**src/rtl/sata_cont_inserter_ext.sv**
```systemverilog
// Transmit-side CONT inserter: repeats of one primitive beyond MIN_REPEAT become
// CONT followed by scrambled (or zero) filler; ALIGN passes without breaking the run.
`ifndef SATA_CONT_PRIMS
`define SATA_CONT_PRIMS
`define ALIGN_PRIM      32'h7B4A_4ABC
`define CONT_PRIM       32'h9999_AA7C
`define HOLD_PRIM       32'hD5D5_AA7C
`define SYNC_PRIM       32'hB5B5_957C
`define R_OK_PRIM       32'h3535_B57C
`define LFSR_POLYNOMIAL 16'hA011
`define LFSR_INITVALUE  48'h0000_0000_FFFF
`endif

module sata_cont_inserter_ext #(
    parameter int MIN_REPEAT = 2,
    parameter int FILL_MODE  = 0,
    parameter int CNT_WIDTH  = 16
) (
    input  logic                 clk,
    input  logic                 reset,
    input  logic                 enable,
    input  logic [31:0]          i_data,
    input  logic                 i_datak,
    output logic                 i_ready,
    output logic [31:0]          o_data,
    output logic                 o_datak,
    input  logic                 o_ready,
    output logic                 cont_active,
    output logic [CNT_WIDTH-1:0] cont_cnt
);
    typedef enum logic [1:0] {ST_PASS, ST_CONT, ST_FILL} state_t;

    localparam logic [4:0] RUN_PASS_MAX = 5'(MIN_REPEAT);
    localparam logic [4:0] RUN_CONT     = 5'(MIN_REPEAT + 1);
    localparam logic [4:0] RUN_MAX      = 5'(MIN_REPEAT + 2);

    state_t                r_state;
    logic [31:0]           r_data;
    logic                  r_datak;
    logic [31:0]           r_last_prim;
    logic                  r_last_valid;
    logic [4:0]            r_run;
    logic [47:0]           r_lfsr;
    logic [CNT_WIDTH-1:0]  r_cnt;

    logic [4:0]            w_run_inc;
    logic [31:0]           w_filler;
    logic                  w_is_align;
    logic                  w_is_repeat;

    // 32 serial steps per beat; the new bit enters at the LSB end
    function automatic logic [47:0] lfsr_adv32(input logic [47:0] s);
        logic [47:0] r;
        r = s;
        for (int i = 0; i < 32; i++) begin
            r = {r[46:0], ^(r[15:0] & `LFSR_POLYNOMIAL)};
        end
        return r;
    endfunction

    function automatic logic [31:0] bitrev32(input logic [31:0] x);
        logic [31:0] y;
        for (int i = 0; i < 32; i++) begin
            y[i] = x[31-i];
        end
        return y;
    endfunction

    always_comb begin
        w_run_inc   = (r_run == RUN_MAX) ? r_run : r_run + 5'd1;
        w_filler    = (FILL_MODE == 1) ? 32'h0 : bitrev32(r_lfsr[47:16]);
        w_is_align  = i_datak && (i_data == `ALIGN_PRIM);
        w_is_repeat = i_datak && r_last_valid && (i_data == r_last_prim);
    end

    always_ff @(posedge clk) begin
        if (reset) begin
            r_state      <= ST_PASS;
            r_data       <= 32'h0;
            r_datak      <= 1'b0;
            r_last_prim  <= 32'h0;
            r_last_valid <= 1'b0;
            r_run        <= 5'd0;
            r_lfsr       <= `LFSR_INITVALUE;
            r_cnt        <= '0;
        end else if (o_ready) begin
            r_lfsr <= lfsr_adv32(r_lfsr);
            if (!enable) begin
                r_data       <= i_data;
                r_datak      <= i_datak;
                r_run        <= 5'd0;
                r_last_valid <= 1'b0;
                r_state      <= ST_PASS;
            end else if (w_is_align) begin
                r_data  <= i_data;
                r_datak <= 1'b1;
            end else if (w_is_repeat) begin
                r_run <= w_run_inc;
                if (w_run_inc <= RUN_PASS_MAX) begin
                    r_data  <= i_data;
                    r_datak <= 1'b1;
                    r_state <= ST_PASS;
                end else if (w_run_inc == RUN_CONT) begin
                    r_data  <= `CONT_PRIM;
                    r_datak <= 1'b1;
                    r_state <= ST_CONT;
                    r_cnt   <= (r_cnt == {CNT_WIDTH{1'b1}}) ? r_cnt : r_cnt + 1'b1;
                end else begin
                    r_data  <= w_filler;
                    r_datak <= 1'b0;
                    r_state <= ST_FILL;
                end
            end else begin
                r_data  <= i_data;
                r_datak <= i_datak;
                r_state <= ST_PASS;
                if (i_datak) begin
                    r_last_prim  <= i_data;
                    r_last_valid <= 1'b1;
                    r_run        <= 5'd1;
                end else begin
                    r_last_valid <= 1'b0;
                    r_run        <= 5'd0;
                end
            end
        end
    end

    assign i_ready     = o_ready;
    assign o_data      = r_data;
    assign o_datak     = r_datak;
    assign cont_active = (r_state != ST_PASS);
    assign cont_cnt    = r_cnt;
endmodule
```
**config.mk**
```make
export PLATFORM = sky130hd
export DESIGN_NAME = sata_cont_inserter_ext
export DESIGN_NICKNAME = d
export VERILOG_FILES = /design/src/rtl/sata_cont_inserter_ext.sv
export SDC_FILE = /design/constraint.sdc
export NUM_CORES = 1
export LEC_CHECK = 0
export CORE_ASPECT_RATIO = 0.75
export CORE_MARGIN = 5
export CORE_UTILIZATION = 40
export CTS_CLUSTER_SIZE = 8
export DETAILED_ROUTE_END_ITERATION = 10
export DONT_BUFFER_PORTS = 1
export MAX_ROUTING_LAYER = met4
export RECOVER_POWER = 25
export SLEW_MARGIN = 25
export SYNTH_ARGS = -nofsm -noshare
export SYNTH_HDL_FRONTEND = slang
export SYNTH_SLANG_ARGS = --single-unit
export TNS_END_PERCENT = 50
```
**constraint.sdc**
```tcl
create_clock -name clk -period 8.8 [get_ports clk]
set_input_delay 1.76 -clock clk [delete_from_list [all_inputs] [get_ports clk]]
set_output_delay 1.76 -clock clk [all_outputs]
set_load 0.02 [all_outputs]
```
==> results by group, run 1 <==
Logic synthesis
  • Mapped Area: 7548 sq um
  • Synthesized Nets: 830
  • Main synth FF type: dfxtp_1
  • Synth warnings: 0
  • Synth Instances: approximately 790
  • Post-synthesis cell type count: 52
  • Synth async-reset ratio: 0%
  • Synth Area per Inst: around 9.6 sq um
  • Seq/Total Area, Yosys: 36.33%
  • Post-synth EDFFs: 0
  • Synthesis-stage register bit count: 137

Final layout
  • Layout fillers: 1806
  • Commonest non-fill, non-tap cell in the layout: dfxtp_1
  • Most frequent cells in the layout: dfxtp_1 (137), nor2_1 (105), xnor2_1 (78)
  • Area of the multi-input gates: 4547 sq um
  • Final #Nets: 798
  • Share of cells above drive strength 1: under 10%
  • FF+latch area: 2743 sq um
  • Area growth from synthesis to layout: 9.266%
  • Ant. Diodes: 0

Drt
  • Routed WL: between 20 and 25 mm
  • DRT Pass-1 Iters: 5
  • Met3 routed WL: roughly 1.9 mm
  • Final ANT Viol Nets: 0
  • Via Count: ~5500
  • DRT met1 WL: 10.29 mm
  • Vias/cell: 5.458
  • DR WL met2: 8.012 mm
  • Highest routed layer: met4
  • Detailed Route Iter0 Violations: 366
  • Routed len/inst: 20.09 um
  • Residual DRC: 0

Min path
  • Hold path start: r_state[0]
  • Hold Path Stages: 2
  • Worst hold path class: register to register
  • Hold Path Sink: r_state[0]

Critical path
  • Critical R2R Launch: r_lfsr[0]
  • Reg2Reg Setup Slack: 4780 ps
  • Crit path max fanout: 10
  • CP dominant cell by count: or3_1
  • Critical path type: input pin to register
  • Worst R2R End: r_lfsr[13]
  • Crit-path cells: xnor2_1 -> nand4_1 -> or4_1 -> nor4_1 -> nand3_1 -> or3_1 -> or3_1 -> a21oi_1
  • Bufs and invs on worst path: 0
  • Startpoint Class: input pin
  • Crit-path max cell delay: 780 ps
  • Crit end category: register
  • FF-to-FF path depth: 8
  • Crit path DAT: 4920 ps
  • Critical path's slowest cell: nor4_1
  • CP delay by family, top: simple AND/OR/NAND/NOR gates
  • Worst endpoint required time: 9150 ps

Status
  • Violated checks: max-capacitance violations, max-slew violations
  • Outcome: finished, violations left

Clock network
  • CTS Buf Count: 17
  • TritonCTS clock tree: built
  • H-tree depth: 4
  • Clock sink count: 137
  • Post-CTS Setup Bufs: 0
  • Worst-path clk slew: 60 ps
  • # hold bufs at CTS: 0
  • CTS root buf: clkbuf_16
  • Clock buffer depth: 2
  • Post-CTS sizing: 0
  • Clk_lat worst skew: 420 ps

Die
  • I/O Pins: around 90
  • # rows: 43
  • Core area: approximately 19000 sq um
  • Die width: 168.6 um
  • Total Die Area: 21750 sq um
  • Initial core utilization: 40.79%
  • Die Ht: 129.0 um

Place
  • GPL Wtd Cong: 0.8890
  • Dpl hpwl: 14.41 mm
  • Input/output buffers: 0

STA
  • Period minus WS final: ~4600 ps
  • Slew margin rel.: -21.79%
  • Period utilization: 51.93%
  • Endpoints failing setup: 0
  • Skew final: 6.794 ps
  • Worst-margin pin slew: 1827 ps
  • Hold Vio Cnt, Final: 0
  • Fmax: about 220 MHz
  • TNS Setup: 0 ps
  • Final-report max-slew violation count: 55
  • Unrepaired setup endpoints after global routing: false

Global route
  • Largest net degree at the start of global routing: 139
  • GR Overflow Total: 0
  • Total track usage: 19.66%
  • Antenna violations before repair: 0
  • Vias in the first global route: roughly 5300
  • Global-route wire length before repair: 31.77 mm

Run
  • Max-cap violation count: 1
state kept, by name (all words and copies together) (netlist names):
signal / cells
r_last_prim: 32
cont_cnt: 16
r_last_valid: 1
r_state: 2
r_run: 5
r_lfsr: 48
o_data: 32
o_datak: 1
worst reg2reg max path, delay by kind of cell, from the launching register on:
| family | cells | cell delay, ps |
|---|---|---|
| AO/OA/AOI/OAI | 1 | 280 |
| AND/OR/NAND/NOR | 1 | 80 |
| XOR/XNOR | 6 | 2940 |
| flip-flops | 1 | 610 |
metal layers:
layer  track usage [%]  up-vias
li1                  -     2665
met1             28.59     2673
met2             25.99      186
met3             6.511       21
met4             4.914        0
met5                 -        -
per-stage QoR:
step / hold slack (ps) / cells / setup WS (ps) / instance area (sq um) / utilization [%]
2_1_floorplan: 426.6 / 788 / 4682 / 7548 / -
3_3_place_gp: 431.3 / 984 / 3938 / 7661 / 41.39
3_5_place_dp: 438.8 / 984 / 3902 / 7661 / 41.39
4_1_cts: 448.3 / 1016 / 4334 / 8258 / 44.62
5_1_grt: 483.8 / 1016 / 4093 / 8248 / 44.56
6_report: 448.4 / 1016 / 4230 / 8248 / 44.56
final cells by class:
type | count | share of cell area, %
flip-flops and latches | 137 | 33.25
inverters | 10 | 0.4551
well taps | 247 | 3.747
clock inverters | 15 | 2.078
clock buffers | 17 | 5.158
multi-input cells | 588 | 55.13
repair buffers | 2 | 0.1820
cell families after synthesis:
kind of cell	after synthesis	share of synthesized area [%]
fa+ha+maj	5	0.8288
simple gates	250	16.00
xor+xnor	166	26.40
mux	55	7.293
flops	137	36.33
compound gates	112	9.747
buf+inv	63	3.398
how the worst max path moves through the flow:
stage / cells past startpoint / slack [ps] / startpoint / to
after global placement: 8 / 3940 / i_data[21] / cont_cnt[7]
after floorplan: 8 / 4680 / i_data[19] / o_data[0]
after CTS: 8 / 4330 / i_data[21] / cont_cnt[11]
after detailed placement: 8 / 3900 / i_data[21] / cont_cnt[13]
after global routing: 8 / 4090 / i_data[21] / cont_cnt[13]
final: 8 / 4230 / i_data[21] / cont_cnt[13]
cells in the mapped netlist (3+ instances only):
| cell type | instances | share of area (%) |
|---|---|---|
| a211o_1 | 8 | 0.93 |
| a211oi_1 | 8 | 0.80 |
| a21oi_1 | 40 | 2.7 |
| a221oi_1 | 15 | 1.7 |
| and2_1 | 3 | 0.25 |
| and3_1 | 4 | 0.33 |
| buf_2 | 10 | 0.66 |
| clkbuf_1 | 39 | 1.9 |
| dfxtp_1 | 137 | 36 |
| ha_1 | 5 | 0.83 |
| inv_1 | 9 | 0.45 |
| mux2i_1 | 55 | 7.3 |
| nand2_1 | 32 | 1.6 |
| nand2b_1 | 18 | 1.5 |
| nand3_1 | 15 | 0.99 |
| nand4_1 | 10 | 0.83 |
| nor2_1 | 106 | 5.3 |
| nor2b_1 | 6 | 0.50 |
| nor3_1 | 24 | 1.6 |
| nor4_1 | 8 | 0.66 |
| nor4bb_1 | 3 | 0.40 |
| o211ai_1 | 16 | 1.6 |
| o21ai_0 | 12 | 0.80 |
| o21ai_1 | 4 | 0.27 |
| or2_2 | 3 | 0.25 |
| or3_1 | 9 | 0.75 |
| xnor2_1 | 77 | 8.9 |
| xnor2_2 | 7 | 1.5 |
| xnor3_1 | 21 | 6.3 |
| xnor3_2 | 4 | 1.3 |
| xor2_1 | 47 | 5.5 |
| xor2_2 | 3 | 0.65 |
| xor3_1 | 3 | 0.94 |
Power of run 1 is not shown: default switching activity piles up to over one toggle a cycle in this logic, so the estimate is an artifact.
==> run 2: changes to the inputs <==
==> constraint.sdc (replaced) <==
create_clock -name clk -period 3.8 [get_ports clk]
set_input_delay 0.76 -clock clk [delete_from_list [all_inputs] [get_ports clk]]
set_output_delay 0.76 -clock clk [all_outputs]
set_load 0.02 [all_outputs]
==> run 2 against run 1 <==
  * The run now ends clean
  * Final area is 2.1% higher
  * Wire length barely moved
  * Via count decreased by 1.2%
==> results by group, run 2 (synthesized netlist as in run 1, its figures left out) <==
Status
  • Outcome: finished clean

Global route
  • Largest net degree at the start of global routing: 139 (unchanged)
  • Routing usage on met3: 7.125% (+0.61 points)
  • GR Overflow Total: 0 (unchanged)
  • Vias in the first global route: 5074 (-4.4%)
  • Met1 Usage GRT: 27.71% (-0.88 points)
  • Total track usage: 19.36% (-0.30 points)
  • Gr busiest metal: met1
  • Antenna violations before repair: 0 (unchanged)
  • Met2 Use GR: 25.52% (-0.47 points)
  • Global-route wire length before repair: 31.17 mm (-1.9%)

Clock network
  • TritonCTS clock tree: built
  • Worst-path clk slew: 60 ps (about the same)
  • Clock buffer depth: 2 (unchanged)
  • Clk_lat worst skew: 420 ps (about the same)
  • Clock sink count: 137 (unchanged)
  • H-tree depth: 4 (unchanged)
  • CTS Buf Count: 17 (unchanged)
  • CTS root buf: clkbuf_16
  • Post-CTS Setup Bufs: 0 (unchanged)

Place
  • Dpl hpwl: 14.85 mm (+3.1%)
  • Input/output buffers: 0 (unchanged)
  • GPL Wtd Cong: 0.8456 (-4.9%)

Die
  • Total Die Area: 21750 sq um (unchanged)
  • Initial core utilization: 40.79% (unchanged)
  • Die Ht: 129.0 um (unchanged)
  • Die width: 168.6 um (unchanged)
  • Core area: 18510 sq um (unchanged)
  • # rows: 43 (unchanged)
  • I/O Pins: 88 (unchanged)

STA
  • Unrepaired setup endpoints after global routing: false
  • TNS Setup: 0 ps (unchanged)
  • Skew final: 9.028 ps (+2.234 ps)
  • Period utilization: 94.57%
  • Fmax: 278.3 MHz
  • Worst-margin pin slew: 827.7 ps (-999.1 ps)
  • Endpoints failing setup: 0 (unchanged)
  • Period minus WS final: 3594 ps
  • Hold Vio Cnt, Final: 0 (unchanged)
  • Slew margin rel.: 44.69% (+66 points)
  • Final-report max-slew violation count: 0 (-100%)

Drt
  • Final ANT Viol Nets: 0 (unchanged)
  • Via Count: 5476 (-1.2%)
  • Vias/cell: 5.291 (-3.1%)
  • Routed len/inst: 19.72 um (-1.9%)
  • Detailed Route Iter0 Violations: 423 (+16%)
  • Routed WL: 20.41 mm (about the same)
  • Residual DRC: 0 (unchanged)
  • DRT Pass-1 Iters: 5 (unchanged)

Run
  • Max-cap violation count: 0 (-1)

Final layout
  • Share of cells above drive strength 1: 9.264% (+2.0 points)
  • Final #Nets: 817 (+2.4%)
  • Max reg flops: 48 (unchanged)
  • Most flops, register: r_lfsr
  • Most frequent cells in the layout: dfxtp_1 (137), nor2_1 (105), xnor2_1 (77)
  • Commonest non-fill, non-tap cell in the layout: dfxtp_1
  • Area growth from synthesis to layout: 11.57%
  • Ant. Diodes: 0 (unchanged)

Critical path
  • Critical path type: register to register
  • Crit path DAT: 3950 ps (-970 ps)
  • Crit end category: register
  • Worst endpoint required time: 4160 ps (-4990 ps)
  • Critical path's slowest cell: xor3_2
  • Crit-path cells: xnor2_2 -> xnor3_1 -> xor2_4 -> xor3_2 -> xnor3_2 -> xnor2_1 -> xnor3_1 -> a21oi_1
  • Crit path max fanout: 7 (-3)
  • CP dominant cell by count: xnor3_1
  • Startpoint Class: register
  • Crit-path max cell delay: 630 ps (-150 ps)
  • Reg2Reg Setup Slack: 210 ps (-4570 ps)

Min path
  • Worst hold path class: input pin to register
run 2: cell count changes in the layout (fill, tap and decap cells not counted), moves of 2 or more:
cell and change:
buf_4 +15, clkbuf_1 +5, clkinv_4 -5, clkbuf_8 +2, clkinv_2 +2, inv_8 -2
run 2: area by class of cell:
class | instances | area (sq um)
Clock buffer | 21 | 460.4
Clock inverter | 11 | 145.1
Fill cell | 1791 | 10090
Inverter | 10 | 37.54
Multi-Input combinational cell | 588 | 4568
Sequential cell | 137 | 2743
Tap cell | 247 | 309.0
Timing Repair Buffer | 21 | 158.9
run 2: metrics by stage:
stage          instance area, sq um  hold slack [ps]  setup WS (ps)  instances  utilization, %
2_1_floorplan                  7548            426.6          578.8        788               -
3_3_place_gp                   7816            431.7          200.7       1003           42.23
3_5_place_dp                   7816            438.3          173.7       1003           42.23
4_1_cts                        8422            402.9          138.8       1035           45.50
5_1_grt                        8422            401.3          47.59       1035           45.50
6_report                       8422            404.0          206.4       1035           45.50
run 2: layer usage:
| layer | vias up | share of wire [%] |
|---|---|---|
| met5 | - | 0 |
| met4 | 0 | 1.1 |
| met3 | 16 | 10 |
| met2 | 192 | 40 |
| met1 | 2569 | 49 |
| li1 | 2699 | - |
run 2: final timing paths:
path | to | startpoint | depth (start not counted)
max | r_lfsr[3] | r_lfsr[0] | 8
min | cont_cnt[11] | reset | 1
max reg2reg | r_lfsr[3] | r_lfsr[0] | 8
min reg2reg | r_state[0] | r_state[0] | 2
run 2: worst max-delay path: cells and delay by family, from the launching register on:
kind,cells,cell delay (ps)
compound gates,1,150
xor+xnor,7,2920
flops,1,440
run 2: repair_timing:
item / in CTS / in global routing
hold buffers: 0 / 0
endpoints found under the setup margin: 0 / 1
resized for setup: 0 / 1
Power of run 2 is left out for the same reason.
